--- src/rtl/breakout_pkg.sv ---
// Shared definitions for the brick table: field widths, entry layout,
// controller state encoding and default layout geometry.
package breakout_pkg;

    localparam int DEF_X_W      = 10;
    localparam int DEF_Y_W      = 9;
    localparam int DEF_X0       = 100;
    localparam int DEF_PITCH    = 90;
    localparam int DEF_Y0       = 320;
    localparam int DEF_ROW_H    = 10;

    typedef enum logic [1:0] {
        ST_IDLE  = 2'd0,
        ST_LOAD  = 2'd1,
        ST_READY = 2'd2
    } state_t;

    // Packed entry is {alive, x, y}, alive in the MSB.
    function automatic int entry_w(input int xw, input int yw);
        return 1 + xw + yw;
    endfunction

    typedef struct packed {
        logic               alive;
        logic [DEF_X_W-1:0] x;
        logic [DEF_Y_W-1:0] y;
    } entry_t;

endpackage

--- src/rtl/block_layout_gen.sv ---
// Walks the staggered brick layout one entry per cycle using only adders and
// counters, emitting a write for every table index from 0 to DEPTH-1.
module block_layout_gen
    import breakout_pkg::*;
#(
    parameter int DEPTH    = 16,
    parameter int X_W      = DEF_X_W,
    parameter int Y_W      = DEF_Y_W,
    parameter int LVL_W    = 3,
    parameter int ROWS     = 3,
    parameter int COLS0    = 6,
    parameter int X0       = DEF_X0,
    parameter int PITCH    = DEF_PITCH,
    parameter int Y0       = DEF_Y0,
    parameter int ROW_H    = DEF_ROW_H,
    parameter int LEVEL_DY = 8,
    localparam int AW      = $clog2(DEPTH),
    localparam int EW      = entry_w(X_W, Y_W)
) (
    input  logic             clk,
    input  logic             rst,
    input  logic             start,
    input  logic [LVL_W-1:0] level,
    output logic             wr_en,
    output logic [AW-1:0]    wr_idx,
    output logic [EW-1:0]    wr_data,
    output logic             wr_last
);

    localparam int RW = $clog2(ROWS + 1);
    localparam int CW = $clog2(COLS0 + 1);

    localparam logic [X_W-1:0] PITCH_X = X_W'(PITCH);
    localparam logic [X_W-1:0] HALF_X  = X_W'(PITCH / 2);
    localparam logic [Y_W-1:0] ROW_H_Y = Y_W'(ROW_H);

    logic          active_reg;
    logic [AW-1:0] idx_reg;
    logic [RW-1:0] row_reg;
    logic [CW-1:0] col_reg;
    logic [X_W-1:0] x_acc_reg;
    logic [X_W-1:0] row_x_reg;
    logic [Y_W-1:0] y_acc_reg;

    logic [Y_W-1:0] y_base;
    logic           in_layout;
    logic           row_last;
    logic           idx_last;

    // The level multiply happens once at load time, never inside the build loop.
    assign y_base    = Y_W'(Y0) + Y_W'(level * LEVEL_DY);
    assign in_layout = row_reg < RW'(ROWS);
    assign row_last  = col_reg == (CW'(COLS0 - 1) - CW'(row_reg));
    assign idx_last  = idx_reg == AW'(DEPTH - 1);

    assign wr_en   = active_reg;
    assign wr_idx  = idx_reg;
    assign wr_data = in_layout ? {1'b1, x_acc_reg, y_acc_reg} : '0;
    assign wr_last = active_reg && idx_last;

    always_ff @(posedge clk) begin
        if (rst) begin
            active_reg <= 1'b0;
            idx_reg    <= '0;
            row_reg    <= '0;
            col_reg    <= '0;
            x_acc_reg  <= '0;
            row_x_reg  <= '0;
            y_acc_reg  <= '0;
        end else if (start) begin
            active_reg <= 1'b1;
            idx_reg    <= '0;
            row_reg    <= '0;
            col_reg    <= '0;
            x_acc_reg  <= X_W'(X0);
            row_x_reg  <= X_W'(X0);
            y_acc_reg  <= y_base;
        end else if (active_reg) begin
            idx_reg <= idx_reg + AW'(1);
            if (idx_last)
                active_reg <= 1'b0;
            if (in_layout) begin
                if (row_last) begin
                    // Next row starts half a pitch right of the previous row start.
                    row_reg   <= row_reg + RW'(1);
                    col_reg   <= '0;
                    row_x_reg <= row_x_reg + HALF_X;
                    x_acc_reg <= row_x_reg + HALF_X;
                    y_acc_reg <= y_acc_reg + ROW_H_Y;
                end else begin
                    col_reg   <= col_reg + CW'(1);
                    x_acc_reg <= x_acc_reg + PITCH_X;
                end
            end
        end
    end

endmodule

--- src/rtl/block_table.sv ---
// Writable brick table: layout load FSM, per-brick hit clearing, registered
// read port, live brick count and all-cleared flag.
module block_table
    import breakout_pkg::*;
#(
    parameter int DEPTH    = 16,
    parameter int X_W      = DEF_X_W,
    parameter int Y_W      = DEF_Y_W,
    parameter int LVL_W    = 3,
    parameter int ROWS     = 3,
    parameter int COLS0    = 6,
    parameter int X0       = DEF_X0,
    parameter int PITCH    = DEF_PITCH,
    parameter int Y0       = DEF_Y0,
    parameter int ROW_H    = DEF_ROW_H,
    parameter int LEVEL_DY = 8,
    localparam int AW      = $clog2(DEPTH),
    localparam int CNTW    = $clog2(DEPTH + 1),
    localparam int EW      = entry_w(X_W, Y_W)
) (
    input  logic             clk,
    input  logic             rst,
    input  logic             load,
    input  logic [LVL_W-1:0] level,
    input  logic [AW-1:0]    addr,
    output logic [EW-1:0]    q,
    input  logic             hit_valid,
    input  logic [AW-1:0]    hit_addr,
    output logic             busy,
    output logic [CNTW-1:0]  alive_count,
    output logic             cleared
);

    if (ROWS * COLS0 - ROWS * (ROWS - 1) / 2 > DEPTH) begin : g_chk_depth
        $error("block_table: brick layout does not fit in DEPTH entries");
    end
    if (COLS0 < ROWS) begin : g_chk_cols
        $error("block_table: COLS0 must be at least ROWS");
    end

    state_t          state_reg;
    logic [EW-1:0]   q_reg;
    logic            busy_reg;
    logic [CNTW-1:0] alive_count_reg;
    logic            cleared_reg;

    // Coordinates live in the array; alive bits are flops so hits can test them.
    logic [X_W+Y_W-1:0] coord_mem [DEPTH];
    logic [DEPTH-1:0]   alive_reg;

    logic            wr_en;
    logic [AW-1:0]   wr_idx;
    logic [EW-1:0]   wr_data;
    logic            wr_last;
    logic            load_accept;
    logic            hit_clr;

    assign load_accept = load && (state_reg != ST_LOAD);
    assign hit_clr     = (state_reg == ST_READY) && !load && hit_valid && alive_reg[hit_addr];

    block_layout_gen #(
        .DEPTH    (DEPTH),
        .X_W      (X_W),
        .Y_W      (Y_W),
        .LVL_W    (LVL_W),
        .ROWS     (ROWS),
        .COLS0    (COLS0),
        .X0       (X0),
        .PITCH    (PITCH),
        .Y0       (Y0),
        .ROW_H    (ROW_H),
        .LEVEL_DY (LEVEL_DY)
    ) u_gen (
        .clk     (clk),
        .rst     (rst),
        .start   (load_accept),
        .level   (level),
        .wr_en   (wr_en),
        .wr_idx  (wr_idx),
        .wr_data (wr_data),
        .wr_last (wr_last)
    );

    for (genvar gi = 0; gi < DEPTH; gi++) begin : g_alive
        always_ff @(posedge clk) begin
            if (rst)
                alive_reg[gi] <= 1'b0;
            else if (wr_en && wr_idx == AW'(gi))
                alive_reg[gi] <= wr_data[EW-1];
            else if (hit_clr && hit_addr == AW'(gi))
                alive_reg[gi] <= 1'b0;
        end
    end

    always_ff @(posedge clk) begin
        if (rst) begin
            state_reg       <= ST_IDLE;
            q_reg           <= '0;
            busy_reg        <= 1'b0;
            alive_count_reg <= '0;
            cleared_reg     <= 1'b0;
            for (int i = 0; i < DEPTH; i++)
                coord_mem[i] <= '0;
        end else begin
            q_reg       <= {alive_reg[addr], coord_mem[addr]};
            cleared_reg <= (state_reg == ST_READY) && !load && (alive_count_reg == '0);
            if (wr_en)
                coord_mem[wr_idx] <= wr_data[X_W+Y_W-1:0];
            case (state_reg)
                ST_IDLE, ST_READY: begin
                    if (load_accept) begin
                        state_reg       <= ST_LOAD;
                        busy_reg        <= 1'b1;
                        alive_count_reg <= '0;
                    end else if (hit_clr) begin
                        alive_count_reg <= alive_count_reg - CNTW'(1);
                    end
                end
                ST_LOAD: begin
                    if (wr_en && wr_data[EW-1])
                        alive_count_reg <= alive_count_reg + CNTW'(1);
                    if (wr_last) begin
                        state_reg <= ST_READY;
                        busy_reg  <= 1'b0;
                    end
                end
                default: begin
                    state_reg <= ST_IDLE;
                    busy_reg  <= 1'b0;
                end
            endcase
        end
    end

    assign q           = q_reg;
    assign busy        = busy_reg;
    assign alive_count = alive_count_reg;
    assign cleared     = cleared_reg;

endmodule

--- config.mk ---
export PLATFORM = sky130hd
export DESIGN_NAME = block_table
export DESIGN_NICKNAME = d
export VERILOG_FILES = /design/src/rtl/breakout_pkg.sv /design/src/rtl/block_layout_gen.sv /design/src/rtl/block_table.sv
export SDC_FILE = /design/constraint.sdc
export NUM_CORES = 1
export LEC_CHECK = 0
export ABC_AREA = 1
export CORE_MARGIN = 1.5
export CORE_UTILIZATION = 40
export CTS_CLUSTER_SIZE = 16
export DETAILED_ROUTE_END_ITERATION = 16
export GPL_ROUTABILITY_DRIVEN = 0
export HOLD_SLACK_MARGIN = 0.05
export PLACE_DENSITY = 0.57
export SLEW_MARGIN = 20
export SYNTH_ARGS = -nofsm -noshare
export SYNTH_HDL_FRONTEND = slang
export SYNTH_HIERARCHICAL = 1
export SYNTH_SLANG_ARGS = --single-unit
--- constraint.sdc ---
create_clock -name clk -period 4.38 [get_ports clk]
set_input_delay 0.876 -clock clk [delete_from_list [all_inputs] [get_ports clk]]
set_output_delay 0.876 -clock clk [all_outputs]
set_load 0.005 [all_outputs]
---- After elaboration in Yosys (flattened, before gate mapping) ----
Memory sizes are Yosys's and may differ from the RTL's. A register that Yosys moved wholly into a read port is not among the register bits.
Index checks and enable logic that the tools add are counted.
word-level totals
  register bits after elaboration ......... 84
  memory bits (writable) .................. 304
  output and inout bits ................... 27
  memories ................................ 1
memories
  memory     depth  bits a word  read ports  clocked after Yosys merged registers in  write ports  RTL line           text
  coord_mem  16     19           1           1                                        16           block_table.sv:48  logic [X_W+Y_W-1:0] coord_mem [DEPTH];
cells by class
  $add $sub $neg .......................... 10
  order comparisons ....................... 3
  equal/unequal tests ..................... 38
  multiplexer cells ....................... 71
  reduce and logical (&&, ||, !) cells .... 72
operators with widths
  operator                                                               number
  4-bit equality test, second input constant                             16
  7-bit 2-to-1 mux                                                       7
  1-bit 2-to-1 mux                                                       45
  2-bit nonzero test                                                     20
  1-bit logical AND                                                      38
  9-bit 2-to-1 mux                                                       4
  4-bit by 3-bit equality test with 1-bit output, second input constant  8
  20-bit 2-to-1 mux                                                      1
  19-bit 2-to-1 mux                                                      1
  19-bit OR reduction                                                    1
  4-bit by 2-bit equality test with 1-bit output, second input constant  4
  5-bit 2-to-1 mux                                                       3
  10-bit by 6-bit adder with 10-bit output, second input constant        1
  10-bit by 7-bit adder with 10-bit output, second input constant        1
  4-bit by 5-bit < comparator with 1-bit output, second input constant   2
  10-bit 2-to-1 mux                                                      1
  5-bit case mux with 2 select lines                                     1
  9-bit by 4-bit adder with 9-bit output, second input constant          1
  9-bit by 6-bit adder with 9-bit output, first input constant           1
  3-bit AND reduction                                                    3
  1-bit binary-select mux with 4-bit select                              2
  4-bit by 1-bit equality test with 1-bit output, second input constant  2
  4-bit logical NOT                                                      2
  2-bit AND reduction                                                    3
  other kinds (22)                                                       26

---- Longest topological paths before layout ----
Gate-level depths: netlist of run 1.
  depth in word-level cells ............... 7
  gate-level depth with buffers ........... 13

---- Cells and area by module ----
Netlist of run 1, hierarchy kept.
modules (own cells, without submodules)
  module            times used  cells each  area each (um2)
  block_table       1           1541        15404.8
  block_layout_gen  1           365         2312.2

---- Worst setup path before layout of run 1 ----
Ideal clock, no wire load.
  path type ............................... in2reg
  start ................................... input port rst
  end ..................................... memory coord_mem[4][0] (netlist bit) (enable)
  library setup time ...................... 0.387 ns
  arrival ................................. 1.788 ns
  path slack .............................. 2.205 ns
  stages on the path ...................... 4
  path buffers ............................ 2
  cells stage by stage .................... inv_1 -> buf_2 -> buf_1 -> nand2_1
RTL lines
  what             RTL line           text
  start, declared  block_table.sv:22  input logic rst,
  end, declared    block_table.sv:48

---- Final worst setup path of run 1 ----
  start ................................... input port hit_addr[0]
  end ..................................... register alive_count_reg[1] (netlist: alive_count[1])
on the way
  longest elaborated chain between the ends .. 5
ends and longest elaborated chain
  what                                       RTL line            text
  start, declared                            block_table.sv:28   input logic [AW-1:0] hit_addr,
  1-bit binary-select mux with 4-bit select  block_table.sv:59   assign hit_clr = (state_reg == ST_READY) && !load && hit_valid && alive_reg[hit_addr];
  1-bit 2-to-1 mux (implied by the code)     block_table.sv:59
  1-bit logical AND                          block_table.sv:59
  3-bit inequality test (no line)            n/a
  3-bit AND reduction (no line)              n/a
  end signal, assigned                       block_table.sv:116  alive_count_reg <= alive_count_reg - CNTW'(1);
  end signal, assigned                       block_table.sv:121  alive_count_reg <= alive_count_reg + CNTW'(1);
  end, declared                              block_table.sv:44   logic [CNTW-1:0] alive_count_reg;
No other way between the ends. The select of a mux whose other input is x is not followed.
A chain may end at the register's enable or synchronous reset.

==> results of run 1 <==
## worst max-delay path, cell delays in order
cell and delay, ns:
clkdlybuf4s50_1 0.76, inv_2 0.14, nand2_1 0.09, nand2_1 0.05
nand2_1 0.06, nand2_1 0.05, nand2_1 0.05, nand2_1 0.09
o21ai_4 0.48, nand2_4 0.16, nand2_1 0.13, nand2_1 0.06
nand2_1 0.05, nor2_1 0.04
## cells by family (layout without fill, tap and decap cells)
kind of cell,count (synthesis),count (layout),share of synthesized area [%]
and+or+nand+nor,872,872,19.60
AOI/OAI and AO/OA,388,388,13.04
DFF,385,385,60.68
buffers and inverters,244,288,5.692
adders and majority gates,8,8,0.5650
xor gates and xnor gates,8,8,0.3955
other,1,1,0.02117
## stage by stage
| stage | utilization [%] | std cells | hold WS, ns |
|---|---|---|---|
| 2_1_floorplan | - | 1906 | 0.4531 |
| 5_1_grt | 46.20 | 2535 | 0.5154 |
| 6_report | 46.20 | 2535 | 0.4812 |
| 4_1_cts | 46.20 | 2535 | 0.4842 |
| 3_5_place_dp | 43.07 | 2457 | 0.4752 |
| 3_3_place_gp | 43.07 | 2457 | 0.4697 |
## worst max-delay path by stage
stage | start | endpoint | slack [ns] | cells past startpoint
5_1_grt | hit_addr[0] | alive_count[1] | 1.54 | 14
2_1_floorplan | rst | coord_mem[4][0] | 2.21 | 4
3_5_place_dp | hit_addr[0] | alive_count[1] | 1.22 | 14
4_1_cts | hit_addr[0] | alive_count[1] | 1.79 | 14
6_report | hit_addr[0] | alive_count[1] | 1.76 | 14
3_3_place_gp | hit_addr[0] | alive_count[1] | 1.24 | 14
## power by group through the flow
stage	logic, W	clock network, W	registers [W]
floorplan	0.000460	0	0.00420
global placement	0.000715	0	0.00422
detailed placement	0.000723	0	0.00422
CTS	0.000725	0.00354	0.00414
global route	0.000801	0.00368	0.00416
finish	0.000724	0.00349	0.00414
## cell usage after synthesis, types with 6 or more instances
cell	count	area (um^2)
edfxtp_1	304	9129
inv_1	112	420.4
o221ai_1	53	464.2
buf_2	22	110.1
nand3_1	64	320.3
o21bai_1	16	120.1
o211ai_1	28	210.2
clkbuf_1	90	337.8
nor2_1	536	2012
o21ai_0	172	860.8
ha_1	8	100.1
o22ai_1	29	181.4
nand2_1	242	908.4
o21ai_1	13	65.06
nand2_2	6	37.54
nor3_1	7	35.03
dfxtp_1	81	1622
a21oi_1	71	355.3
buf_6	6	67.56
## final cells by class
type	count	area [um^2]
clock inverter	14	111.4
sequential	385	10750
inverter	118	446.7
timing repair buffer	92	788.3
fill	4191	23330
clock buffer	64	1246
multi-input combinational	1277	5958
tap	585	732.0
## metal layers
layer | part of all wire, % | track usage, %
met1 | 44 | 29.28
met2 | 48 | 37.76
met3 | 6.2 | 3.266
met4 | 2.2 | 6.654
met5 | 0 | 0
==> metrics.log, run 1 <==
[metrics] DRC violation count after routing: 0
[metrics] nets in the synthesized netlist: 1,929
[metrics] final antenna-violating net count: 0
[metrics] root buffer cell: clkbuf_16
[metrics] Peak supply drop: 229.4 uV
[metrics] Hold Path Sink: u_gen/y_acc_reg[8]
[metrics] arrival time at the worst endpoint: 3.07 ns
[metrics] hold-fix buffers at CTS: 0
[metrics] R2R Path Start: u_gen/row_reg[0]
[metrics] count of cell types in the netlist: 39
[metrics] switching fraction of total power: 24.33%
[metrics] number of cells produced by synthesis: 1,906
[metrics] clock-pin slew on the worst setup and hold paths: 0.06 ns
[metrics] Req. time, crit path: 4.83 ns
[metrics] launch instance of the worst min-delay path: u_gen/y_acc_reg[8]
[metrics] post-CTS repair timing setup buffer count: 0
[metrics] Core Region: 43,360 um^2
[metrics] sequential power share: 49.6%
[metrics] final global-route overflow total: 0
[metrics] flip-flop count of the largest register after layout: 304
[metrics] ratio of total power to cell area: 417.4 nW/um^2
[metrics] Tightest Hold Check Type: reg -> reg
[metrics] total standard cell area after synthesis: 17,720 um^2
[metrics] number of cell instances on the worst register-to-register path: 9
[metrics] DRT iter0 DRCs: 1,161
[metrics] Final Hold Violating Endpoints: 0
[metrics] top_reg_cell synth: edfxtp_1
[metrics] RSZ-0062 raised after global routing: no
[metrics] Buffers on Ports: 41
[metrics] relative contribution of the clock network to total power: 41.8%
[metrics] Die Ht: 213.5 um
[metrics] average wire per cell in the routed design: 19.47 um
[metrics] internal reg-to-reg setup slack: 2.20 ns
[metrics] count of flip-flops with a built-in enable after synthesis: 304
[metrics] Post-Place Setup Slack: 1.220 ns
[metrics] cell area after placement: 18,680 um^2
[metrics] post-route worst setup slack: 1.757 ns
[metrics] part of the cycle the worst path needs: 59.89%
[metrics] net switching component of the power: 0.002035 W
[metrics] area of the die: 45,560 um^2
[metrics] average via count per standard cell: 5.368
[metrics] deepest clock path buffer count: 3
[metrics] Slew Limit Headroom: 32.60%
[metrics] share of post-route cells with drive strength above 1: 7.231%
[metrics] Setup crit start kind: primary input
[metrics] Hold Path Cell Cnt: 2
[metrics] maximum clock frequency: 0.3812 GHz
[metrics] DIE WIDTH: 213.5 um
[metrics] global-route wire length before repair: 76,510 um
[metrics] Final Skew: 0.03022 ns
[metrics] setup_tns: 0 ns
[metrics] count of endpoints failing setup in the final report: 0
[metrics] Max FO, Critical Path: 17
[metrics] number of cells upsized or downsized after cts: 0
[metrics] standard-cell row count: 76
[metrics] Synth warnings: 25
[metrics] actual transition at the worst max-transition pin: 1.011 ns
[metrics] Total Routing Usage GR: 22.17%
[metrics] Final nets: 1,940
[metrics] Pint: 0.006327 W
[metrics] H-tree level count: 2
[metrics] Syn-to-layout area delta: 13.07%
[metrics] Final Power: 0.008361 W
[metrics] clock tree from TritonCTS: built
[metrics] cell area after layout: 20,030 um^2
[metrics] total CTS buffers: 43
[metrics] maximum number of pins on one net before global-route repair: 87
[metrics] async set-or-reset flop fraction in the synthesized netlist: 0%
[metrics] combinational share of power: 8.7%
[metrics] max cap viols: 0
[metrics] number of diodes added for antenna fixing: 0
[metrics] number of detailed-routing iterations run before antenna repair: 5
[metrics] number of vias in the routed layout: 13,608
[metrics] Leakage Power: 7.209 nW
[metrics] sequential fraction of the synthesis area: 60.68%
[metrics] result of the run: completed
[metrics] endpoint type of the worst setup path: register
[metrics] starting density of the core: 40.86%
[metrics] dpl hpwl: 29,320 um
[metrics] CTS sink count: 385
[metrics] number of global-route vias before repair: 13,224
[metrics] flip-flop and latch count after synthesis: 385
[metrics] most common cell after layout, fill and taps aside: nor2_1
[metrics] commonest non-fill, non-tap cells in the layout: nor2_1 (536), edfxtp_1 (304), nand2_1 (242)
[metrics] RR Endpoint: u_gen/y_acc_reg[3]
[metrics] antenna violations before repair: 0
[metrics] type of the worst setup path: in -> reg
[metrics] total routed wirelength: 49,370 um
[metrics] latest clock arrival within the worst-skew pair: 0.58 ns
[metrics] I/O pins: 42
[metrics] Mean Syn Cell Area: 9.295 um^2
[metrics] count of final max-slew check failures: 0
[metrics] Final min period: 2.623 ns
Note: power is estimated with default switching activity, not from simulation.
==> run 2, diff against run 1 <==
--- a/config.mk
+++ b/config.mk
@@ -12,7 +12,7 @@
 export DETAILED_ROUTE_END_ITERATION = 16
 export GPL_ROUTABILITY_DRIVEN = 0
 export HOLD_SLACK_MARGIN = 0.05
-export PLACE_DENSITY = 0.57
+export PLACE_DENSITY = 0.59
 export SLEW_MARGIN = 20
 export SYNTH_ARGS = -nofsm -noshare
 export SYNTH_HDL_FRONTEND = slang
==> constraint.sdc (replaced) <==
create_clock -name clk -period 2.3 [get_ports clk]
set_input_delay 0.46 -clock clk [delete_from_list [all_inputs] [get_ports clk]]
set_output_delay 0.46 -clock clk [all_outputs]
set_load 0.005 [all_outputs]
==> run 2 against run 1 <==
Against the previous run:
- non-clock buffer count is 28 higher
- sequential power is 91% higher
- sequential share of layout area is 1.1 points lower
- combinational power is 100% higher
- die area stayed put
- first-iteration DRC count is 15% higher
- worst setup slack worse by 1.6 ns
- sequential cell count stayed put
- power is 93% higher
- utilization is 1.0 points higher
- critical endpoint is now alive_count[2]
- highest routed layer unchanged
==> metrics.log, run 2 (synthesized netlist as in run 1, its figures left out) <==
[metrics] Peak supply drop: 471.5 uV (was 229.4 uV)
[metrics] result of the run: completed (unchanged)
[metrics] H-tree level count: 2 (unchanged)
[metrics] Max FO, Critical Path: 8 (was 17)
[metrics] count of endpoints failing setup in the final report: 0 (unchanged)
[metrics] DRT iter0 DRCs: 1,335 (was 1,161)
[metrics] Final nets: 1,969 (was 1,940)
[metrics] cell family with most CP delay: buffers and inverters (unchanged)
[metrics] post-CTS repair timing setup buffer count: 0 (unchanged)
[metrics] I/O pins: 42 (unchanged)
[metrics] most common cell after layout, fill and taps aside: nor2_1 (unchanged)
[metrics] Leakage Power: 7.432 nW (was 7.209 nW)
[metrics] latest clock arrival within the worst-skew pair: 0.59 ns (was 0.58 ns)
[metrics] CTS sink count: 385 (unchanged)
[metrics] Hold Worst Slack: 0.3587 ns (was 0.4812 ns)
[metrics] Buffers on Ports: 41 (unchanged)
[metrics] number of vias in the routed layout: 13,944 (was 13,608)
[metrics] maximum number of pins on one net before global-route repair: 60 (was 87)
[metrics] part of the cycle the worst path needs: 92.32%
[metrics] number of cells upsized or downsized after cts: 0 (unchanged)
[metrics] fill cell instance count of the final layout: 4,139 (was 4,191)
[metrics] Buf+Inv Stages, Crit Path: 1 (was 2)
[metrics] arrival time at the worst endpoint: 1.66 ns (was 3.07 ns)
[metrics] maximum clock frequency: 0.4710 GHz
[metrics] setup_tns: 0 ns (unchanged)
[metrics] type of the worst setup path: reg -> out (was in -> reg)
[metrics] DRC violation count after routing: 0 (unchanged)
[metrics] Slew Limit Headroom: 55.97% (was 32.60%)
[metrics] share of post-route cells with drive strength above 1: 8.577% (was 7.231%)
[metrics] Final Hold Violating Endpoints: 0 (unchanged)
[metrics] area of the die: 45,560 um^2 (unchanged)
[metrics] actual transition at the worst max-transition pin: 0.6555 ns (was 1.011 ns)
[metrics] cells along the critical path: clkdlybuf4s50_1 (was clkdlybuf4s50_1 > inv_2 > nand2_1 > nand2_1 > nand2_1 > nand2_1 > nand2_1 > nand2_1 > o21ai_4 > nand2_4 > nand2_1 > nand2_1 > nand2_1 > nor2_1)
[metrics] total routed wirelength: 51,920 um (was 49,370 um)
[metrics] global-route wire length before repair: 79,110 um (was 76,510 um)
[metrics] clock-pin slew on the worst setup and hold paths: 0.06 ns (about the same)
[metrics] root buffer cell: clkbuf_16 (unchanged)
[metrics] total CTS buffers: 44 (was 43)
[metrics] Total Routing Usage GR: 23.25% (was 22.17%)
[metrics] sum of met2 wire segment lengths after detailed routing: 24,570 um (was 23,600 um)
[metrics] Tightest Hold Check Type: in -> reg (was reg -> reg)
[metrics] Syn-to-layout area delta: 15.51% (was 13.07%)
[metrics] standard-cell row count: 76 (unchanged)
[metrics] Final Skew: 0.02283 ns (was 0.03022 ns)
[metrics] final global-route overflow total: 0 (unchanged)
[metrics] critical path's largest stage delay: 0.58 ns (was 0.76 ns)
[metrics] Top Layer Used: met4 (unchanged)
[metrics] area of the multi-input gates: 5958 um^2 (unchanged)
[metrics] average via count per standard cell: 5.432 (was 5.368)
[metrics] flip-flop count of the largest register after layout: 304 (unchanged)
[metrics] antenna violations before repair: 1 (was 0)
[metrics] FF+latch area: 10,750 um^2 (unchanged)
[metrics] endpoint type of the worst setup path: primary output (was register)
[metrics] Setup crit start kind: register (was primary input)
[metrics] ratio of total power to cell area: 788.7 nW/um^2 (was 417.4 nW/um^2)
[metrics] detailed-routed wire length on met3: 4201 um (was 3073 um)
[metrics] deepest clock path buffer count: 3 (unchanged)
[metrics] clock tree from TritonCTS: built (unchanged)
[metrics] number of global-route vias before repair: 13,458 (was 13,224)
[metrics] max cap viols: 0 (unchanged)
[metrics] number of detailed-routing iterations run before antenna repair: 6 (was 5)
[metrics] RSZ-0062 raised after global routing: no (unchanged)
[metrics] DIE WIDTH: 213.5 um (unchanged)
[metrics] commonest non-fill, non-tap cells in the layout: nor2_1 (536), edfxtp_1 (304), nand2_1 (242) (unchanged)
[metrics] Final min period: 2.123 ns
[metrics] starting density of the core: 40.86% (unchanged)
[metrics] Die Ht: 213.5 um (unchanged)
[metrics] count of final max-slew check failures: 0 (unchanged)
[metrics] critical-path cell with the highest stage delay: clkdlybuf4s50_1 (unchanged)
[metrics] final antenna-violating net count: 0 (unchanged)
[metrics] hold-fix buffers at CTS: 0 (unchanged)
[metrics] average wire per cell in the routed design: 20.23 um (was 19.47 um)
[metrics] Req. time, crit path: 1.84 ns (was 4.83 ns)
[metrics] dpl hpwl: 31,350 um (was 29,320 um)
[metrics] DRT met1 WL: 21,250 um (was 21,620 um)
[metrics] number of diodes added for antenna fixing: 0 (unchanged)
[metrics] Core Region: 43,360 um^2 (unchanged)
-- run 2: layout make-up --
class | instances | share of cell area (%)
clock inverter | 14 | 0.6359
inverter | 118 | 2.177
multi-input combinational | 1277 | 29.11
tap | 585 | 3.577
timing repair buffer | 120 | 5.796
clock buffer | 68 | 6.169
sequential | 385 | 52.53
-- run 2: final timing paths --
path	start	cells past startpoint	to	slack, ns
max	alive_count[2]	1	alive_count[2]	0.18
min	rst	5	alive_count[2]	0.36
max reg2reg	u_gen/wr_idx[0]	7	coord_mem[5][0]	0.24
min reg2reg	u_gen/y_acc_reg[8]	2	u_gen/y_acc_reg[8]	0.48
-- run 2: power by group --
group | internal, W | switching, W
combinational | 0.000484 | 0.000997
sequential | 0.00777 | 0.000121
clock | 0.00392 | 0.00285
-- run 2: per-stage QoR --
stage	total power, W	area (um^2)	std cells	util, %	setup slack, ns
3_5_place_dp	0.009502	19070	2485	43.98	0.06047
2_1_floorplan	0.008877	17720	1906	-	0.5016
5_1_grt	0.01670	20460	2567	47.20	0.05173
6_report	0.01614	20460	2567	47.20	0.1767
4_1_cts	0.01626	20460	2567	47.20	0.1528
3_3_place_gp	0.009473	19070	2485	43.98	0.1087
-- run 2: per-layer routing --
layer  GRT usage, %  vias to the layer above
met3          4.335                      105
met4          10.15                        0
met2          38.43                      552
met1          29.84                     6714
li1               -                     6573
met5              0                        -
==> run 3, diff against run 2 <==
--- a/config.mk
+++ b/config.mk
@@ -13,7 +13,6 @@
 export GPL_ROUTABILITY_DRIVEN = 0
 export HOLD_SLACK_MARGIN = 0.05
 export PLACE_DENSITY = 0.59
-export SLEW_MARGIN = 20
 export SYNTH_ARGS = -nofsm -noshare
 export SYNTH_HDL_FRONTEND = slang
 export SYNTH_HIERARCHICAL = 1
==> results of run 3 <==
Final layout, timing and power as in run 2 (identical DEF).
